## src/rtl/baudrx.sv

```systemverilog
`default_nettype none
// ============================================================================
//  Module      : baudrx
//  Description : 8N1 serial receiver. Oversamples the rx line with a divisor
//                counter of BAUD clk cycles per bit, confirms the start bit at
//                half a bit time, samples each data bit and the stop bit once
//                per bit time, and emits a byte with a one-cycle rcv strobe or
//                a one-cycle ferr strobe when the stop bit is low.
//  Revision    : 1.0  initial release
// ============================================================================
module baudrx #(
    parameter int BAUD = 104
) (
    input  logic       clk,
    input  logic       rstn,
    input  logic       rx,
    output logic [7:0] data,
    output logic       rcv,
    output logic       ferr
);

    localparam int             CW          = (BAUD > 1) ? $clog2(BAUD) : 1;
    localparam logic [CW-1:0]  c_CNT_MAX   = CW'(BAUD - 1);
    localparam logic [CW-1:0]  c_CNT_HALF  = CW'(BAUD / 2 - 1);
    localparam logic [CW-1:0]  c_CNT_ONE   = CW'(1);

    localparam logic [2:0] c_ST_IDLE   = 3'd0;
    localparam logic [2:0] c_ST_START  = 3'd1;
    localparam logic [2:0] c_ST_DATA   = 3'd2;
    localparam logic [2:0] c_ST_STOP   = 3'd3;
    localparam logic [2:0] c_ST_WAITHI = 3'd4;

    logic          r_sync1;
    logic          r_sync2;
    logic [2:0]    r_state;
    logic [2:0]    w_next;
    logic [CW-1:0] r_cnt;
    logic [7:0]    r_shift;
    logic [2:0]    r_bitidx;

    logic          w_tick;
    logic          w_half;
    logic          w_rcv_set;
    logic          w_ferr_set;

    // Mid-bit markers: full bit period in DATA/STOP, half period in START
    assign w_tick = (r_cnt == c_CNT_MAX);
    assign w_half = (r_cnt == c_CNT_HALF);

    // Two-flop synchroniser; idles high so reset does not look like a start bit
    always_ff @(posedge clk or negedge rstn) begin
        if (!rstn) begin
            r_sync1 <= 1'b1;
            r_sync2 <= 1'b1;
        end else begin
            r_sync1 <= rx;
            r_sync2 <= r_sync1;
        end
    end

    // State register
    always_ff @(posedge clk or negedge rstn) begin
        if (!rstn) begin
            r_state <= c_ST_IDLE;
        end else begin
            r_state <= w_next;
        end
    end

    // Next-state logic
    always_comb begin
        w_next = r_state;
        case (r_state)
            c_ST_IDLE: begin
                if (!r_sync2) w_next = c_ST_START;
            end
            c_ST_START: begin
                // A start bit that is already high again at half-bit is a glitch
                if (w_half) w_next = r_sync2 ? c_ST_IDLE : c_ST_DATA;
            end
            c_ST_DATA: begin
                if (w_tick && (r_bitidx == 3'd7)) w_next = c_ST_STOP;
            end
            c_ST_STOP: begin
                if (w_tick) w_next = r_sync2 ? c_ST_IDLE : c_ST_WAITHI;
            end
            c_ST_WAITHI: begin
                // Break condition: wait for the line to return high before rearming
                if (r_sync2) w_next = c_ST_IDLE;
            end
            default: w_next = c_ST_IDLE;
        endcase
    end

    // Output decode: stop-bit verdict, registered below into one-cycle pulses
    always_comb begin
        w_rcv_set  = 1'b0;
        w_ferr_set = 1'b0;
        if ((r_state == c_ST_STOP) && w_tick) begin
            w_rcv_set  = r_sync2;
            w_ferr_set = !r_sync2;
        end
    end

    // Divisor counter: restarts on every state change, wraps each bit time
    always_ff @(posedge clk or negedge rstn) begin
        if (!rstn) begin
            r_cnt <= '0;
        end else if (w_next != r_state) begin
            r_cnt <= '0;
        end else if ((r_state == c_ST_START) || (r_state == c_ST_DATA) ||
                     (r_state == c_ST_STOP)) begin
            r_cnt <= w_tick ? '0 : (r_cnt + c_CNT_ONE);
        end
    end

    // Data bit capture, LSB first into a right-shifting register
    always_ff @(posedge clk or negedge rstn) begin
        if (!rstn) begin
            r_shift  <= 8'h00;
            r_bitidx <= 3'd0;
        end else if ((r_state == c_ST_START) && (w_next == c_ST_DATA)) begin
            r_bitidx <= 3'd0;
        end else if ((r_state == c_ST_DATA) && w_tick) begin
            r_shift  <= {r_sync2, r_shift[7:1]};
            r_bitidx <= r_bitidx + 3'd1;
        end
    end

    // Registered outputs; data only moves on a correctly framed byte
    always_ff @(posedge clk or negedge rstn) begin
        if (!rstn) begin
            data <= 8'h00;
            rcv  <= 1'b0;
            ferr <= 1'b0;
        end else begin
            rcv  <= w_rcv_set;
            ferr <= w_ferr_set;
            if (w_rcv_set) data <= r_shift;
        end
    end

endmodule
`default_nettype wire
```

## config.mk

```make
export PLATFORM = sky130hd
export DESIGN_NAME = baudrx
export DESIGN_NICKNAME = d
export VERILOG_FILES = /design/src/rtl/baudrx.sv
export SDC_FILE = /design/constraint.sdc
export NUM_CORES = 1
export LEC_CHECK = 0
export CAP_MARGIN = 40
export CELL_PAD_IN_SITES_DETAIL_PLACEMENT = 0
export CELL_PAD_IN_SITES_GLOBAL_PLACEMENT = 1
export CORE_ASPECT_RATIO = 1.5
export CORE_MARGIN = 5
export CORE_UTILIZATION = 34
export DETAILED_ROUTE_END_ITERATION = 10
export GPL_TIMING_DRIVEN = 0
export PLACE_DENSITY = 0.65
export SETUP_SLACK_MARGIN = 0.5
export SLEW_MARGIN = 0
export SYNTH_ARGS = -nofsm -noshare
export SYNTH_HDL_FRONTEND = slang
export SYNTH_SLANG_ARGS = --single-unit
```

## constraint.sdc

```tcl
create_clock -name clk -period 2 [get_ports clk]
set_input_delay 0.3 -clock clk [delete_from_list [all_inputs] [get_ports clk]]
set_output_delay 0.3 -clock clk [all_outputs]
set_load 0.02 [all_outputs]
```

# After elaboration in Yosys (flattened, before gate mapping)

Cells that the tools add are included.

Bits in registers: 33
Output and inout bits: 10

$add $sub $neg: 2
Equal/unequal tests: 9
Muxes and demuxes: 15
Bitwise logic cells: 1
Reduce and logical (&&, ||, !) cells: 11

Operators with widths:

| cell                                                | number |
|---|---|
| 2-to-1 mux 3 bit                                    | 8 |
| 2-to-1 mux 7 bit                                    | 3 |
| one-hot mux 3 bit (5 select lines)                  | 1 |
| equality test 3 x 2 -> 1 bit, second input constant | 3 |
| adder 7 x 1 -> 7 bit, second input constant         | 1 |
| equality test 7 x 6 -> 1 bit, second input constant | 1 |
| equality test 7 bit, second input constant          | 1 |
| equality test 3 bit, second input constant          | 2 |
| logical AND 1 bit                                   | 4 |
| nonzero test 2 bit                                  | 2 |
| adder 3 x 1 -> 3 bit, second input constant         | 1 |
| equality test 3 x 1 -> 1 bit, second input constant | 1 |
| zero test 3 bit                                     | 1 |
| != test 3 bit                                       | 1 |
| logical OR 1 bit                                    | 2 |
| 2-to-1 mux 1 bit                                    | 2 |
| 2-to-1 mux 2 bit                                    | 1 |
| AND reduction 2 bit                                 | 1 |
| zero test 1 bit                                     | 1 |
| NOT 1 bit                                           | 1 |

# Logic depth before layout (Yosys ltp)

Depth after elaboration: 8
Depth in mapped cells: 7
Mapped depth without buffers: 5

# Worst setup path before layout

No wires, ideal clock.

Kind: reg2reg
From: register r_cnt[0]
To: register data[0]
Setup time: 0.125 ns
Arrival time: 1.632 ns
Slack: 0.244 ns
Stages on the path, launching flop included: 7
Buffers on the path: 1
Period minus slack after synthesis: 1.756 ns
Path through: dfrtp_1 > ha_1 > and3b_1 > buf_4 > and2_1 > nand4_2 > mux2_2

Longest elaborated chain between the ends: 3

Ends and longest elaborated chain:

| element                  | line | source |
|---|---|---|
| start: declaration       | 37   | `logic [CW-1:0] r_cnt;` |
| start signal: assignment | 113  | `r_cnt <= w_tick ? '0 : (r_cnt + c_CNT_ONE);` |
| equality test 7 bit      | 47   | `assign w_tick = (r_cnt == c_CNT_MAX);` |
| logical AND 1 bit        | 99   | `if ((r_state == c_ST_STOP) && w_tick) begin` |
| 2-to-1 mux 1 bit         | 99   |  |
| end signal: assignment   | 139  | `if (w_rcv_set) data <= r_shift;` |
| end: declaration         | 17   | `output logic [7:0] data,` |

Every way passes these cells.
A chain may end at the register's enable or synchronous reset.

# Final worst setup path

From: register r_cnt[2]
To: register r_bitidx[0]

Longest elaborated chain between the ends: 7

Ends and longest elaborated chain:

| element                                                       | line | source |
|---|---|---|
| equality test 7 bit                                           | 47   |  |
| logical AND 1 bit                                             | 82   | `if (w_tick && (r_bitidx == 3'd7)) w_next = c_ST_STOP;` |
| 2-to-1 mux 3 bit                                              | 82   |  |
| one-hot mux 3 bit (5 select lines)                            | 73   | `case (r_state)` |
| equality test 3 x 2 -> 1 bit                                  | 122  | `end else if ((r_state == c_ST_START) && (w_next == c_ST_DATA)) begin` |
| logical AND 1 bit                                             | 122  |  |
| 2-to-1 mux 3 bit / nonzero test 2 bit (equally long branches) | --   |  |
| end signal: assignment                                        | 126  | `r_bitidx <= r_bitidx + 3'd1;` |
| end: declaration                                              | 39   | `logic [2:0] r_bitidx;` |

Parallel ways exist; a longest one is shown, timed or not.

==> run summary <==
The run finished with clean final reports. For this block, the routed nets add up to 3375 um of wire. For this run, the top clock speed supported by timing is 587.9 MHz. Across all setup checks in the final design, the least slack found is 299.1 ps. The logs give 0 for the number of max-slew violations in the final report and 0.5149 for the tightest slew margin relative to the limit.

STA classifies the critical path endpoint as a flop. The count of nets left with antenna violations once routing finished came out at 0. The sum of overflow across all layers after global routing was 0; the count of distinct cell types in the synthesized netlist was 42. The number of hold-slack violations in the final timing report was 0. After legalization and detailed placement, the total HPWL measured 2200 um. The leakage power total is 0.9944 nW. The number of cells on the worst reg-to-reg path is 5. The actual slew at the worst max-slew pin is 727.7 ps. Data arrives at the worst endpoint at 1860 ps. The smallest clock period supported by the final layout is computed as 1701 ps.

Max-cap violations in this run came to 0. In this run the core area contains 30 standard-cell rows. dfrtp_1 takes more of the synthesized area than any other cell. The global router's overall resource usage came out at 0.1293.

For this design, the slowest cell found on the critical path is or3b_4. The number of endpoints failing setup at the final stage is 0, and the die boundary width is 65.67 um. Counting the buffers created by CTS gives 5. Each instance of the synthesized netlist takes up on average 11.05 um^2.

Clock latency on the worst-skew pair, taken at its later pin, is 280 ps. Total power for the finished layout comes to 0.001171 W. The leading register cell type out of synthesis is dfrtp_1. Sorting the synthesized cells by area gives the leading types as dfrtp_1, nand2_1, mux2_2, nor4b_2, dfstp_2. The global-route wire length before repair came out at 6078 um. The period utilization was 0.8505. The proportion of synthesized chip area in sequential cells was 0.5241. The path class of the tightest hold or removal check is input pin to asynchronous set/reset pin. The longest clock path from root to sink contains 2 buffers. Along the worst path, the maximum fanout reaches 4. Setup repair after global routing could not meet its margin everywhere.

In the final layout, the multi-input gates occupy 763.2 um^2. For the number of nets in the layout, the log shows 180. The register bit total from synthesis is 33.

The biggest cell delay along the critical path was 410 ps. The count of synthesis-stage warnings from yosys came out at 0. For the final database, setup skew stands at 6.173 ps. Share of synthesized registers carrying an async set or reset: 1.000. Counting every net in the synthesized netlist gives 149. The final core utilization is 0.4444. In this run the number of cells on the critical path is 5.

The worst path buffer plus inverter count is 1, and the count of hold-fix buffers inserted at cts is 0. The filler cells instantiated in the layout total 461. The logs give 203 for the number of placed cells counting well taps and 13 for the boundary pin count. The worst setup path is launched from a flop. The overall via count from detail_route is 1,176.

The die area is 6139 um^2. The run gives 0.3508 as the initial core utilization. In this design, the largest share of critical-path delay is due to simple AND/OR/NAND/NOR gates. After detailed routing, the number of remaining DRC violations is 0. The floorplan core area was 4504 um^2; the area of the mapped netlist was 1580 um^2. TritonCTS built the clock tree.

The logs give 0 for the initial antenna violation count and 54 for the number of violations reported at the end of detailed-routing iteration 0. The proportion of layout cells with a drive suffix above 1 works out to 0.3086. The portion of synthesized cell area occupied by the leading cell type came out at 0.4909. Entering global routing, the biggest net connects 34 pins.

Clock-pin slew was measured on the worst setup and hold paths at 70 ps. In this run the power density over the cells is 585.1 nW/um^2. The depth of the CTS H-tree came out at 2.

The number of diodes is 0. The post-detailed-route via-to-cell ratio is 5.274. The pre-CTS worst setup slack was 230.1 ps.

In the final timing run, aggregate negative setup slack is 0 ps. The number of search-and-repair iterations in the first detailed-routing pass is 4. The number of global-route vias before repair is 1,282, and the worst path required time is 2160 ps. The maximum vdd ir drop is 0.3727 mV.

The number of clock sinks seen by CTS was 33; the number of instances in the synthesized netlist was 143. The critical path goes through buf_6 > or3b_4 > nor4b_4 > o211ai_1 > mux2_4. Counting flops with a built-in enable in the synthesized netlist gives 0. Registers take 829.5 um^2. The cell sitting at the root of the clock tree is a clkbuf_8. The number of buffers inserted by port buffering came out at 12.

After detailed routing, the average wire length per cell comes to 15.13 um. The critical path is of the flop to flop type. The final cell count without fillers is 223, and the die extent in y is 93.50 um. The synthesis-to-finish area growth was 26.68%.

The congestion estimate from routability-driven global placement came to 0.7759.
[worst register-to-register path: cells and delay by family, from the launching register on]
| kind | cells | cell delay [ps] |
|---|---|---|
| buf+inv | 1 | 120 |
| compound gates | 1 | 160 |
| flops | 1 | 380 |
| simple gates | 2 | 630 |
| mux | 1 | 290 |
[area by class of cell]
cell class,count,share of cell area
clock buffer,6,0.03625
clock inverter,2,0.005000
multi-input combinational,101,0.3813
tap,48,0.03000
inverter,2,0.003750
buffer,7,0.03438
sequential,33,0.4144
timing repair buffer,24,0.09500
[kinds of logic after synthesis]
group	after synthesis	share of synthesized area
muxes	9	0.06651
and+or+nand+nor	67	0.2344
DFF	33	0.5241
xor gates and xnor gates	5	0.02772
AOI/OAI and AO/OA	17	0.08788
adders and majority gates	3	0.02376
buffers and inverters	9	0.03563
[worst paths after layout]
path                                           start                       to  slack (ps)
min in group clk                   r_sync1$_DFF_PN1_        r_sync2$_DFF_PN1_         360
worst min register to register     r_sync1$_DFF_PN1_        r_sync2$_DFF_PN1_         360
worst min-delay path                            rstn      data[0]$_DFFE_PN0P_          80
worst max-delay path            r_cnt[2]$_DFFE_PN0P_  r_bitidx[0]$_DFFE_PN0P_         300
worst max register to register  r_cnt[2]$_DFFE_PN0P_  r_bitidx[0]$_DFFE_PN0P_         300
max in group asynchronous                       rstn     r_cnt[4]$_DFFE_PN0P_        1410
[Yosys cell counts, drive strengths merged, types with 2 or more instances]
cell    count
a211oi      2
a21oi       2
a22o        2
a31oi       2
and3b       2
buf         6
dfrtp      31
dfstp       2
ha          3
inv         2
mux2        9
nand2      31
nand3       3
nand4       3
nor2        7
nor2b       2
nor3        7
nor4b       5
o211ai      2
o21ai       2
xnor2       2
xor2        3
[per-stage QoR]
step	hold WS, ps	area (um^2)
after detailed placement	352.6	1807
final	75.76	2002
after global placement	346.1	1812
after CTS	107.9	1978
after floorplan	4.409	1632
after global routing	148.5	2002
[per-layer routing]
metal	GRT usage	vias to the layer above	share of wire
met1	0.1529	582	0.43
met2	0.2184	21	0.52
met3	0.03365	6	0.031
li1	-	567	-
met5	0	-	0
met4	0.05190	0	0.020
[where the power goes]
group	switching (W)	leakage [nW]	total (W)	internal [W]
clock network	0.000232	0.0450	0.000473	0.000241
logic	0.0000192	0.510	0.0000267	0.00000754
registers	0.000000598	0.439	0.000672	0.000671
[layout by cell type, fill, tap and decap left out, drive strengths merged]
cell,Yosys,layout
clkinv,0,2
and3,1,1
and3b,2,2
a31oi,2,2
a311oi,1,1
nand4,3,3
o21a,1,1
ha,3,3
nand4b,1,1
and2,1,1
clkdlybuf4s50,0,1
a22o,2,2
dfrtp,31,31
o221ai,1,1
clkbuf,1,7
a21oi,2,2
nor4b,5,5
buf,6,19
mux2,9,9
nor3,7,7
o211ai,2,2
o21ai,2,2
xor2,3,3
o21ba,1,1
nand2,31,31
nor2b,2,2
o21bai,1,1
dfstp,2,2
inv,2,2
or3b,1,1
nand3,3,3
xnor2,2,2
nand2b,1,1
nand3b,1,1
a211oi,2,2
and4b,1,1
nor2,7,7
dlygate4sd2,0,10
[state kept, by name, indices dropped and copies added, names as in the netlist]
signal and flops:
data 8, ferr 1, r_bitidx 3, r_cnt 7
r_shift 8, r_state 3, r_sync1 1, r_sync2 1
rcv 1
[repair_timing]
item | in CTS | in global routing
buffers inserted | 9 | 2
gates cloned | 1 | 0
pin swaps | 1 | 1
setup endpoints to repair | 36 | 30
resized for setup | 18 | 2
(Power assumes the default switching activity.)
